### src/rtl/venus_adder_pkg.sv
// Shared types and decode helpers for the pipelined add/subtract unit.
package venus_adder_pkg;

  typedef enum logic [1:0] {
    ADD_OP = 2'b00,
    SUB_OP = 2'b01,
    ADC_OP = 2'b10,
    SBB_OP = 2'b11
  } adder_op_t;

  // Subtracting ops invert operand b and report borrow instead of carry.
  function automatic logic op_is_sub(input adder_op_t op);
    return (op == SUB_OP) || (op == SBB_OP);
  endfunction

  // Carry into the lowest limb: SBB borrow-in becomes an inverted carry.
  function automatic logic op_cin(input adder_op_t op, input logic carry);
    case (op)
      ADD_OP:  return 1'b0;
      SUB_OP:  return 1'b1;
      ADC_OP:  return carry;
      default: return ~carry;
    endcase
  endfunction

endpackage

### src/rtl/adder_limb_stage.sv
// One registered limb of the carry chain: adds a limb with carry-in and
// folds the limb's zero test into the running zero flag.
module adder_limb_stage #(
  parameter int unsigned LIMB = 8
) (
  input  logic            clk,
  input  logic            rst,
  input  logic            en,
  input  logic [LIMB-1:0] a,
  input  logic [LIMB-1:0] b,
  input  logic            cin,
  input  logic            zin,
  output logic [LIMB-1:0] sum,
  output logic            cout,
  output logic            zout
);

  logic [LIMB:0] total;

  // Limb add with carry-in, one bit wider to expose carry-out.
  always_comb begin
    total = {1'b0, a} + {1'b0, b} + {{LIMB{1'b0}}, cin};
  end

  // Capture limb sum, carry and accumulated zero when the stage advances.
  always_ff @(posedge clk or posedge rst) begin
    if (rst) begin
      sum  <= '0;
      cout <= 1'b0;
      zout <= 1'b0;
    end else if (en) begin
      sum  <= total[LIMB-1:0];
      cout <= total[LIMB];
      zout <= zin & (total[LIMB-1:0] == '0);
    end
  end

endmodule

### src/rtl/adder_pipe.sv
// Pipelined add/subtract unit: the carry chain is split into STAGES limbs,
// one limb resolved per cycle, with a global-stall valid/ready handshake.
module adder_pipe
  import venus_adder_pkg::*;
#(
  parameter int unsigned WIDTH  = 32,
  parameter int unsigned STAGES = 4
) (
  input  logic             clk_i,
  input  logic             rst_i,
  input  logic             flush_i,
  input  logic             valid_i,
  output logic             ready_o,
  input  logic [WIDTH-1:0] opr0_i,
  input  logic [WIDTH-1:0] opr1_i,
  input  logic [1:0]       op_i,
  input  logic             carry_i,
  output logic             valid_o,
  input  logic             ready_i,
  output logic [WIDTH-1:0] result_o,
  output logic             zero_flag_o,
  output logic             pos_flag_o,
  output logic             neg_flag_o,
  output logic             overflow_flag_o,
  output logic             carry_flag_o
);

  localparam int unsigned LIMB = WIDTH / STAGES;
  localparam int unsigned LAST = STAGES - 1;

  if (WIDTH % STAGES != 0) begin : g_bad_cfg
    $error("adder_pipe: WIDTH (%0d) must be a multiple of STAGES (%0d)", WIDTH, STAGES);
  end

  logic             stall;
  logic             accept;
  adder_op_t        op_new;
  logic [WIDTH-1:0] b_new;

  logic [STAGES-1:0] valid_in, valid_q, ld;
  logic [STAGES-1:0] cin_in, zin_in, cout_q, zout_q;
  adder_op_t         op_in [STAGES];
  adder_op_t         op_q  [STAGES];
  logic [WIDTH-1:0]  a_in   [STAGES];
  logic [WIDTH-1:0]  a_q    [STAGES];
  logic [WIDTH-1:0]  b_in   [STAGES];
  logic [WIDTH-1:0]  b_q    [STAGES];
  logic [WIDTH-1:0]  res_in [STAGES];
  logic [WIDTH-1:0]  res_q  [STAGES];
  logic [WIDTH-1:0]  res_out[STAGES];
  logic [LIMB-1:0]   limb_sum[STAGES];
  logic              seen_q;

  assign valid_o = valid_q[LAST];
  assign stall   = valid_o & ~ready_i;
  assign ready_o = ~stall & ~flush_i;
  assign accept  = valid_i & ready_o;
  assign op_new  = adder_op_t'(op_i);
  assign b_new   = opr1_i ^ {WIDTH{op_is_sub(op_new)}};

  // Steer each stage's inputs: stage 0 from the ports, later stages from the
  // previous stage's registers; a stage loads only real, unstalled, unflushed ops.
  always_comb begin
    valid_in = '0;
    cin_in   = '0;
    zin_in   = '0;
    ld       = '0;
    valid_in[0] = accept;
    op_in[0]    = op_new;
    a_in[0]     = opr0_i;
    b_in[0]     = b_new;
    cin_in[0]   = op_cin(op_new, carry_i);
    zin_in[0]   = 1'b1;
    res_in[0]   = '0;
    for (int unsigned k = 1; k < STAGES; k++) begin
      valid_in[k] = valid_q[k-1];
      op_in[k]    = op_q[k-1];
      a_in[k]     = a_q[k-1];
      b_in[k]     = b_q[k-1];
      cin_in[k]   = cout_q[k-1];
      zin_in[k]   = zout_q[k-1];
      res_in[k]   = res_out[k-1];
    end
    for (int unsigned k = 0; k < STAGES; k++) begin
      ld[k] = valid_in[k] & ~stall & ~flush_i;
    end
  end

  // Merge each stage's freshly resolved limb into the lower result limbs.
  always_comb begin
    for (int unsigned k = 0; k < STAGES; k++) begin
      res_out[k] = res_q[k];
      res_out[k][k*LIMB +: LIMB] = limb_sum[k];
    end
  end

  for (genvar k = 0; k < STAGES; k++) begin : g_limb
    adder_limb_stage #(
      .LIMB(LIMB)
    ) u_limb (
      .clk  (clk_i),
      .rst  (rst_i),
      .en   (ld[k]),
      .a    (a_in[k][k*LIMB +: LIMB]),
      .b    (b_in[k][k*LIMB +: LIMB]),
      .cin  (cin_in[k]),
      .zin  (zin_in[k]),
      .sum  (limb_sum[k]),
      .cout (cout_q[k]),
      .zout (zout_q[k])
    );
  end

  // Stage valid shift register: flush kills everything, stall holds bubbles too.
  always_ff @(posedge clk_i or posedge rst_i) begin
    if (rst_i) begin
      valid_q <= '0;
    end else if (flush_i) begin
      valid_q <= '0;
    end else if (!stall) begin
      valid_q <= valid_in;
    end
  end

  // Operands, partial result and op kind travel alongside the limb adders.
  always_ff @(posedge clk_i or posedge rst_i) begin
    if (rst_i) begin
      for (int unsigned k = 0; k < STAGES; k++) begin
        op_q[k]  <= ADD_OP;
        a_q[k]   <= '0;
        b_q[k]   <= '0;
        res_q[k] <= '0;
      end
    end else begin
      for (int unsigned k = 0; k < STAGES; k++) begin
        if (ld[k]) begin
          op_q[k]  <= op_in[k];
          a_q[k]   <= a_in[k];
          b_q[k]   <= b_in[k];
          res_q[k] <= res_in[k];
        end
      end
    end
  end

  // Remembers that a result has been shown, so pos_flag stays 0 out of reset
  // even though the cleared result register has a zero sign bit.
  always_ff @(posedge clk_i or posedge rst_i) begin
    if (rst_i) begin
      seen_q <= 1'b0;
    end else if (valid_o) begin
      seen_q <= 1'b1;
    end
  end

  assign result_o        = res_out[LAST];
  assign zero_flag_o     = zout_q[LAST];
  assign neg_flag_o      = res_out[LAST][WIDTH-1];
  assign pos_flag_o      = (seen_q | valid_o) & ~res_out[LAST][WIDTH-1];
  assign overflow_flag_o = (a_q[LAST][WIDTH-1] == b_q[LAST][WIDTH-1]) &&
                           (res_out[LAST][WIDTH-1] != a_q[LAST][WIDTH-1]);
  assign carry_flag_o    = cout_q[LAST] ^ op_is_sub(op_q[LAST]);

endmodule
### config.mk
export PLATFORM = sky130hd
export DESIGN_NAME = adder_pipe
export DESIGN_NICKNAME = d
export VERILOG_FILES = /design/src/rtl/venus_adder_pkg.sv /design/src/rtl/adder_limb_stage.sv /design/src/rtl/adder_pipe.sv
export SDC_FILE = /design/constraint.sdc
export NUM_CORES = 1
export LEC_CHECK = 0
export BUFFER_PORTS_ARGS = -buffer_cell sky130_fd_sc_hd__buf_2
export CAP_MARGIN = 10
export CORE_MARGIN = 2
export CORE_UTILIZATION = 55
export DETAILED_ROUTE_END_ITERATION = 10
export GPL_ROUTABILITY_DRIVEN = 1
export HOLD_SLACK_MARGIN = 0.15
export MAX_ROUTING_LAYER = met4
export PLACE_DENSITY = 0.75
export SLEW_MARGIN = 20
export SYNTH_ARGS = -nofsm -noshare
export SYNTH_HDL_FRONTEND = slang
export SYNTH_SLANG_ARGS = --single-unit
### constraint.sdc
create_clock -name clk_i -period 8.8 [get_ports clk_i]
set_input_delay 1.76 -clock clk_i [delete_from_list [all_inputs] [get_ports clk_i]]
set_output_delay 1.76 -clock clk_i [all_outputs]
set_load 0.05 [all_outputs]
-- Word level (Yosys, flattened, before mapping)
Index checks and enable logic that the tools add are counted.
- $add $sub $neg: 8
- equal/unequal tests: 8
- mux-type cells: 3
- bitwise gates (word level): 23
- reductions and logical operators: 8
- operators with widths (kind ; count):
    adder 8 x 8 -> 9 bit ; 4
    adder 9 x 1 -> 9 bit ; 4
    zero test 8 bit ; 4
    bitwise XOR 32 bit ; 1
    AND 1 bit ; 15
    2-to-1 mux 4 bit ; 2
    == test 2 bit (second input constant) ; 3
    inverter 1 bit ; 5
    == test 2 x 1 -> 1 bit (second input constant) ; 2
    one-hot mux 1 bit (3 select lines) ; 1
    zero test 2 bit ; 1
    logical OR 1 bit ; 2
    inequality test 2 bit (second input constant) ; 1
    == test 1 bit ; 1
    logical AND 1 bit ; 1
    inequality test 1 bit ; 1
    bitwise OR 1 bit ; 1
    bitwise XOR 1 bit ; 1
- register bits after elaboration: 357
- input port bits: 72
- output and inout bits: 39
- logic and storage cells: 79

-- Depth between registers and ports, before layout
- word-level depth: 7
- gate-level depth with buffers: 10
- mapped depth without buffers: 9

-- Modules after synthesis
A second synthesis with hierarchy kept.
- cells, all modules: 676
- area total of the unflattened synthesis: 9087.5 µm²
- modules (own cells, without submodules) (module ; times used ; cells each ; area an instance (µm²) ; seq. area each (µm²)):
    adder_pipe ; 1 ; 384 ; 6224.7 ; 3878.7
    adder_limb_stage ; 4 ; 73 ; 715.7 ; 250.2

-- Worst setup path after synthesis
No wires, ideal clock.
- path type: input-to-reg
- start point: input port op_i[0]
- end point: register g_limb[0].u_limb.zout
- setup time: 0.104 ns
- arrival: 4.013 ns
- required time: 8.696 ns
- slack: 4.683 ns
- stages: 10
- buffers on the path: 2
- cell sequence: clkbuf_1 -> buf_2 -> xnor2_1 -> fa_1 -> fa_1 -> nor2b_1 -> o31ai_1 -> a21oi_1 -> xor2_1 -> o41ai_2
- longest elaborated chain between the ends: 6
- elaborated cells on any way between the ends: 10
- those cells by class: 2 x add/sub; 3 x eq/ne; 1 x mux; 1 x bitwise; 3 x reduce/logical
- RTL lines (what ; RTL line ; RTL):
    start: declaration ; adder_pipe.sv:16 ; input logic [1:0] op_i,
    == test 2 x 1 -> 1 bit or == test 2 bit (tied branches) ; venus_adder_pkg.sv:13, venus_adder_pkg.sv:18 ;
    logical OR 1 bit ; venus_adder_pkg.sv:13 ; return (op == SUB_OP) || (op == SBB_OP);
    bitwise XOR 32 bit ; adder_pipe.sv:59 ; assign b_new = opr1_i ^ {WIDTH{op_is_sub(op_new)}};
    adder 8 x 8 -> 9 bit ; adder_limb_stage.sv:22 ; total = {1'b0, a} + {1'b0, b} + {{LIMB{1'b0}}, cin};
    adder 9 x 1 -> 9 bit (*) ; adder_limb_stage.sv:22 ;
    zero test 8 bit (*) ; adder_limb_stage.sv:34 ; zout <= zin & (total[LIMB-1:0] == '0);
    end signal: assignment ; adder_limb_stage.sv:34 ;
    end: declaration ; adder_limb_stage.sv:15 ; output logic zout
Every way passes the cells marked *; elsewhere a longest branch is shown, timed or not.
A chain may end at the register's enable or synchronous reset.

-- Worst setup path after layout
Ends and elaborated chain as after synthesis.

==> results.md <==
GRT:
- The via count of the first global-routing pass is 5,913.
- The overall global routing resource usage is 0.2167.
- The global routing met1 resource utilization is 0.3148.
- The wire length of the first global-routing pass is 29.33 mm.
- For this run the aggregate overflow at the end of global routing stands at 0.
- For met2 alone, demand over resource in global routing was 0.3175.
- The met3 track demand over resource in global routing is 0.03164.
- The busiest metal layer after global routing is met2.
- Entering global routing, the biggest net connects 118 pins.
- The number of antenna violations at the first check in global routing was 0.

Synthesis:
- Of the post-synthesis cell area, the dominant cell type holds 0.5475.
- The commonest register cell after synthesis is dfrtp_1.
- The fraction of registers with async set/reset is 1.000.
- The count of flip-flops with a built-in enable after synthesis is 0.
- The synthesized design contains 195 register bits.
- The count of different cell masters after synthesis is 51.
- The number of nets in the synthesized netlist is 950.
- The multiplexer share of the synthesized area is 0.09462.
- The number of cells produced by synthesis is 842.
- The share of the Yosys chip area taken by registers is 0.5475.
- By area the synthesized netlist is led by dfrtp_1, nand2_1, mux2_2.
- The synthesized netlist occupies a cell area of 0.008912 sq mm.
- Of the total synthesized cell area, the portion taken by XOR and XNOR cells is 0.05012.
- The average size of a mapped cell is 10.58 sq um.
- The adder-cell share of the synthesized area is 0.05728.
- The Yosys step of the flow raised 0 warnings.
- The complex-gate fraction of the synthesized area is 0.08199.
- dfrtp_1 takes more of the synthesized area than any other cell.
- Of the total synthesized cell area, the portion taken by AND, OR, NAND and NOR gates is 0.1429.
- After synthesis, the largest family of logic cells by area is simple AND/OR/NAND/NOR gates.

Pwr:
- The power density over cell area is 300.0 mW/mm^2.
- The worst-case IR drop observed on VDD is 161.8 uV.
- The analysis attributes to cell leakage a power of 5.057 nW.

Placed design:
- The worst slack after detailed placement is 4174 ps.
- The wire-length estimate of the detail-placed layout is 11.67 mm.
- Input and output buffers added on the ports amount to 110.
- The number of cells after detailed placement is 1,136.
- Routability-driven placement finished with a final weighted congestion of 0.8627.

Setup path:
- Walking the worst path, the cells encountered are buf_2 > xnor2_1 > fa_1 > fa_1 > nor2b_1 > o31ai_1 > a21oi_1 > xor2_1 > o41ai_2.
- The delay contributed by the slowest stage of the critical path is 710 ps.
- STA puts the critical path data arrival time at 4500 ps.
- The slowest stage of the critical path belongs to the cell buf_2.
- STA puts the critical path data required time at 9130 ps.
- The type of the worst setup path is in -> reg.
- The cell with the most instances on the worst path is fa_1.
- Of all nets on the critical path, the largest fanout is 34.
- The sort of element at the start of the critical path is an input pin.
- The critical path endpoint category is a flip-flop.

Timing:
- The worst pin sits at a relative slew slack of 0.3122.
- The final count of hold timing violations was 0.
- The final count of pins violating max slew is 0.
- Clock skew on the completed layout was measured at 15.97 ps.
- For the pin with the worst max-slew slack, the measured transition is 1032 ps.
- In the post-route analysis, the smallest setup slack over all paths is 4628 ps.
- The upper clock frequency limit is 239.7 MHz.
- The minimum period implied by the final worst setup slack is 4172 ps.
- The number of endpoints failing setup at the final stage is 0.
- The aggregate negative setup slack is 0 ps.
- Setup repair after global routing left no endpoint under its margin.
- In the finished design, the share of the clock period the worst path needs comes to 0.4740.

Cells and area:
- The signed area change from the synthesized netlist to the final layout is 15.30%.
- Registers take 0.004880 sq mm.
- Of the cells placed in the final design, the portion with a size suffix greater than 1 is 0.2340.
- The number of antenna diodes is 0.
- The area used by multi-input combinational logic is 0.003819 sq mm.
- The layout has 1,297 filler cells.
- After the flow finishes, the layout carries non-filler instances totaling 1,169.
- The total number of nets in the final design is 1,048.

Routing:
- The first TritonRoute pass finished after 4 iterations.
- The number of nets with antenna violations after routing is 0.
- The routed layout has 6,057 vias.
- The count of routing violations after the opening detailed-route iteration is 403.
- The average detailed-routed wire length per instance is 14.70 um.
- The total length of routed wires is 17.18 mm.
- After detailed routing, the number of vias per cell comes to 5.181.
- After detailed routing, the number of remaining DRC violations is 0.

Job:
- The max-cap violation count is 0.

Clock tree:
- The number of buffers inserted during clock tree synthesis is 17.
- The deepest clock path buffer count is 2.
- The number of buffers added for setup after CTS is 0.
- The insertion delay of the later-clocked pin in the worst-skew pair is 430 ps.
- The clock-pin slew of the registers on the worst-case setup and hold paths is 70 ps.
- The TritonCTS sink count is 195.
- CTS built an H-tree with a depth of 4.
- The post-cts gate resize count is 0.
- After clock tree synthesis, the flow added hold-fix buffers numbering 0.
- The TritonCTS clock tree is built.
- The cell sitting at the root of the clock tree is a clkbuf_16.

Floorplan:
- The placeable core region is 0.01589 sq mm.
- The die area is 0.01724 sq mm.
- Row generation in the floorplan step produced 46 rows.
- 111 I/O pins were placed.
- The initial core utilization is 0.5610.
- The die width is 131.3 um.
- The die extent in y is 131.3 um.

Status:
- The run finished with clean final reports.

Hold path:
- The worst hold-check path type is reg -> reg.
flip-flops by register name, indices dropped and copies added, names as in the netlist:
| register | flops |
|---|---|
| a_in | 48 |
| b_in | 48 |
| g_limb.u_limb.sum | 32 |
| res_in | 24 |
| result_o | 24 |
| g_limb.u_limb.cout | 4 |
| g_limb.u_limb.zout | 4 |
| valid_q | 4 |
| op_in | 3 |
| a_q | 1 |
| b_q | 1 |
| op_q | 1 |
| seen_q | 1 |
layout by cell type (no fill, tap or decap), drive strengths merged, types with 5 or more instances in the layout:
cell and count:
nand2 253, dfrtp 195, buf 115, mux2 74, o21ai 63, xnor2 34, ha 28, nor2 26
a21oi 25, inv 21, clkbuf 18, xor2 17, fa 8, nor3 6, nor2b 6, o211ai 5
power by group:
part           total [W]  internal [W]  switching, W
Combinational   0.000960      0.000356      0.000604
Clock           0.000821      0.000480      0.000341
Sequential       0.00130       0.00115      0.000154
Total            0.00308       0.00198       0.00110
final timing paths:
path / startpoint / endpoint / slack [ps] / depth (start not counted)
min in group asynchronous: rst_i / result_o[1]$_DFFE_PP0P_ / 1450 / 2
setup / recovery: op_i[0] / g_limb[0].u_limb.zout$_DFFE_PP0P_ / 4630 / 9
setup reg to reg: a_in[72]$_DFFE_PP0P_ / g_limb[1].u_limb.zout$_DFFE_PP0P_ / 6210 / 7
hold / removal: seen_q$_DFFE_PP0P_ / seen_q$_DFFE_PP0P_ / 450 / 1
max in group asynchronous: rst_i / a_in[72]$_DFFE_PP0P_ / 6120 / 4
hold reg to reg: seen_q$_DFFE_PP0P_ / seen_q$_DFFE_PP0P_ / 450 / 1
routing by layer:
| metal | wire length [um] | vias to the layer above |
|---|---|---|
| li1 | - | 3010 |
| met1 | 8665 | 2928 |
| met2 | 7873 | 110 |
| met3 | 505 | 9 |
| met4 | 140 | 0 |
| met5 | 0 | - |
critical path, delay by kind of cell:
kind                       cells  cell delay [ps]
AOI/OAI and AO/OA              3              600
xor gates and xnor gates       2              330
adders and majority gates      2              900
buffers and inverters          1              710
and+or+nand+nor                1              160
cell families (layout without fill, tap and decap cells):
logic type,Yosys count,count (layout)
AOI/OAI and AO/OA,121,121
adders and majority gates,36,36
muxes,75,75
buffers and inverters,53,164
DFF,195,195
xor gates and xnor gates,51,51
and+or+nand+nor,311,311
synthesized netlist by cell type (4+ instances only):
cell,number
nor2_1,25
o211ai_1,5
xor2_1,17
a21oi_1,25
buf_2,11
nor2b_1,4
a211oi_1,4
inv_1,17
o21ai_0,62
clkbuf_1,12
buf_1,9
fa_1,8
ha_1,28
dfrtp_1,195
nor3_1,6
nand2_1,252
mux2_1,15
mux2_2,59
xnor2_1,34
buf_4,4
layout make-up:
type / instances / share of cell area
inverters: 17 / 0.006940
clock inverters: 14 / 0.01936
repair buffers: 115 / 0.05917
well taps: 216 / 0.02630
flip-flops and latches: 195 / 0.4749
multi-input cells: 594 / 0.3716
clock buffers: 18 / 0.04176
per-stage QoR:
step | util | instance area [sq um] | hold slack [ps] | total power, W
after detailed placement | 0.6056 | 9620 | 440.5 | 0.002266
after CTS | 0.6452 | 10250 | 457.6 | 0.003097
after global routing | 0.6469 | 10280 | 480.7 | 0.003265
after global placement | 0.6056 | 9620 | 431.9 | 0.002235
final | 0.6469 | 10280 | 454.7 | 0.003083
after floorplan | - | 8912 | 418.8 | 0.002017
Power figures use the tool's default switching activity.
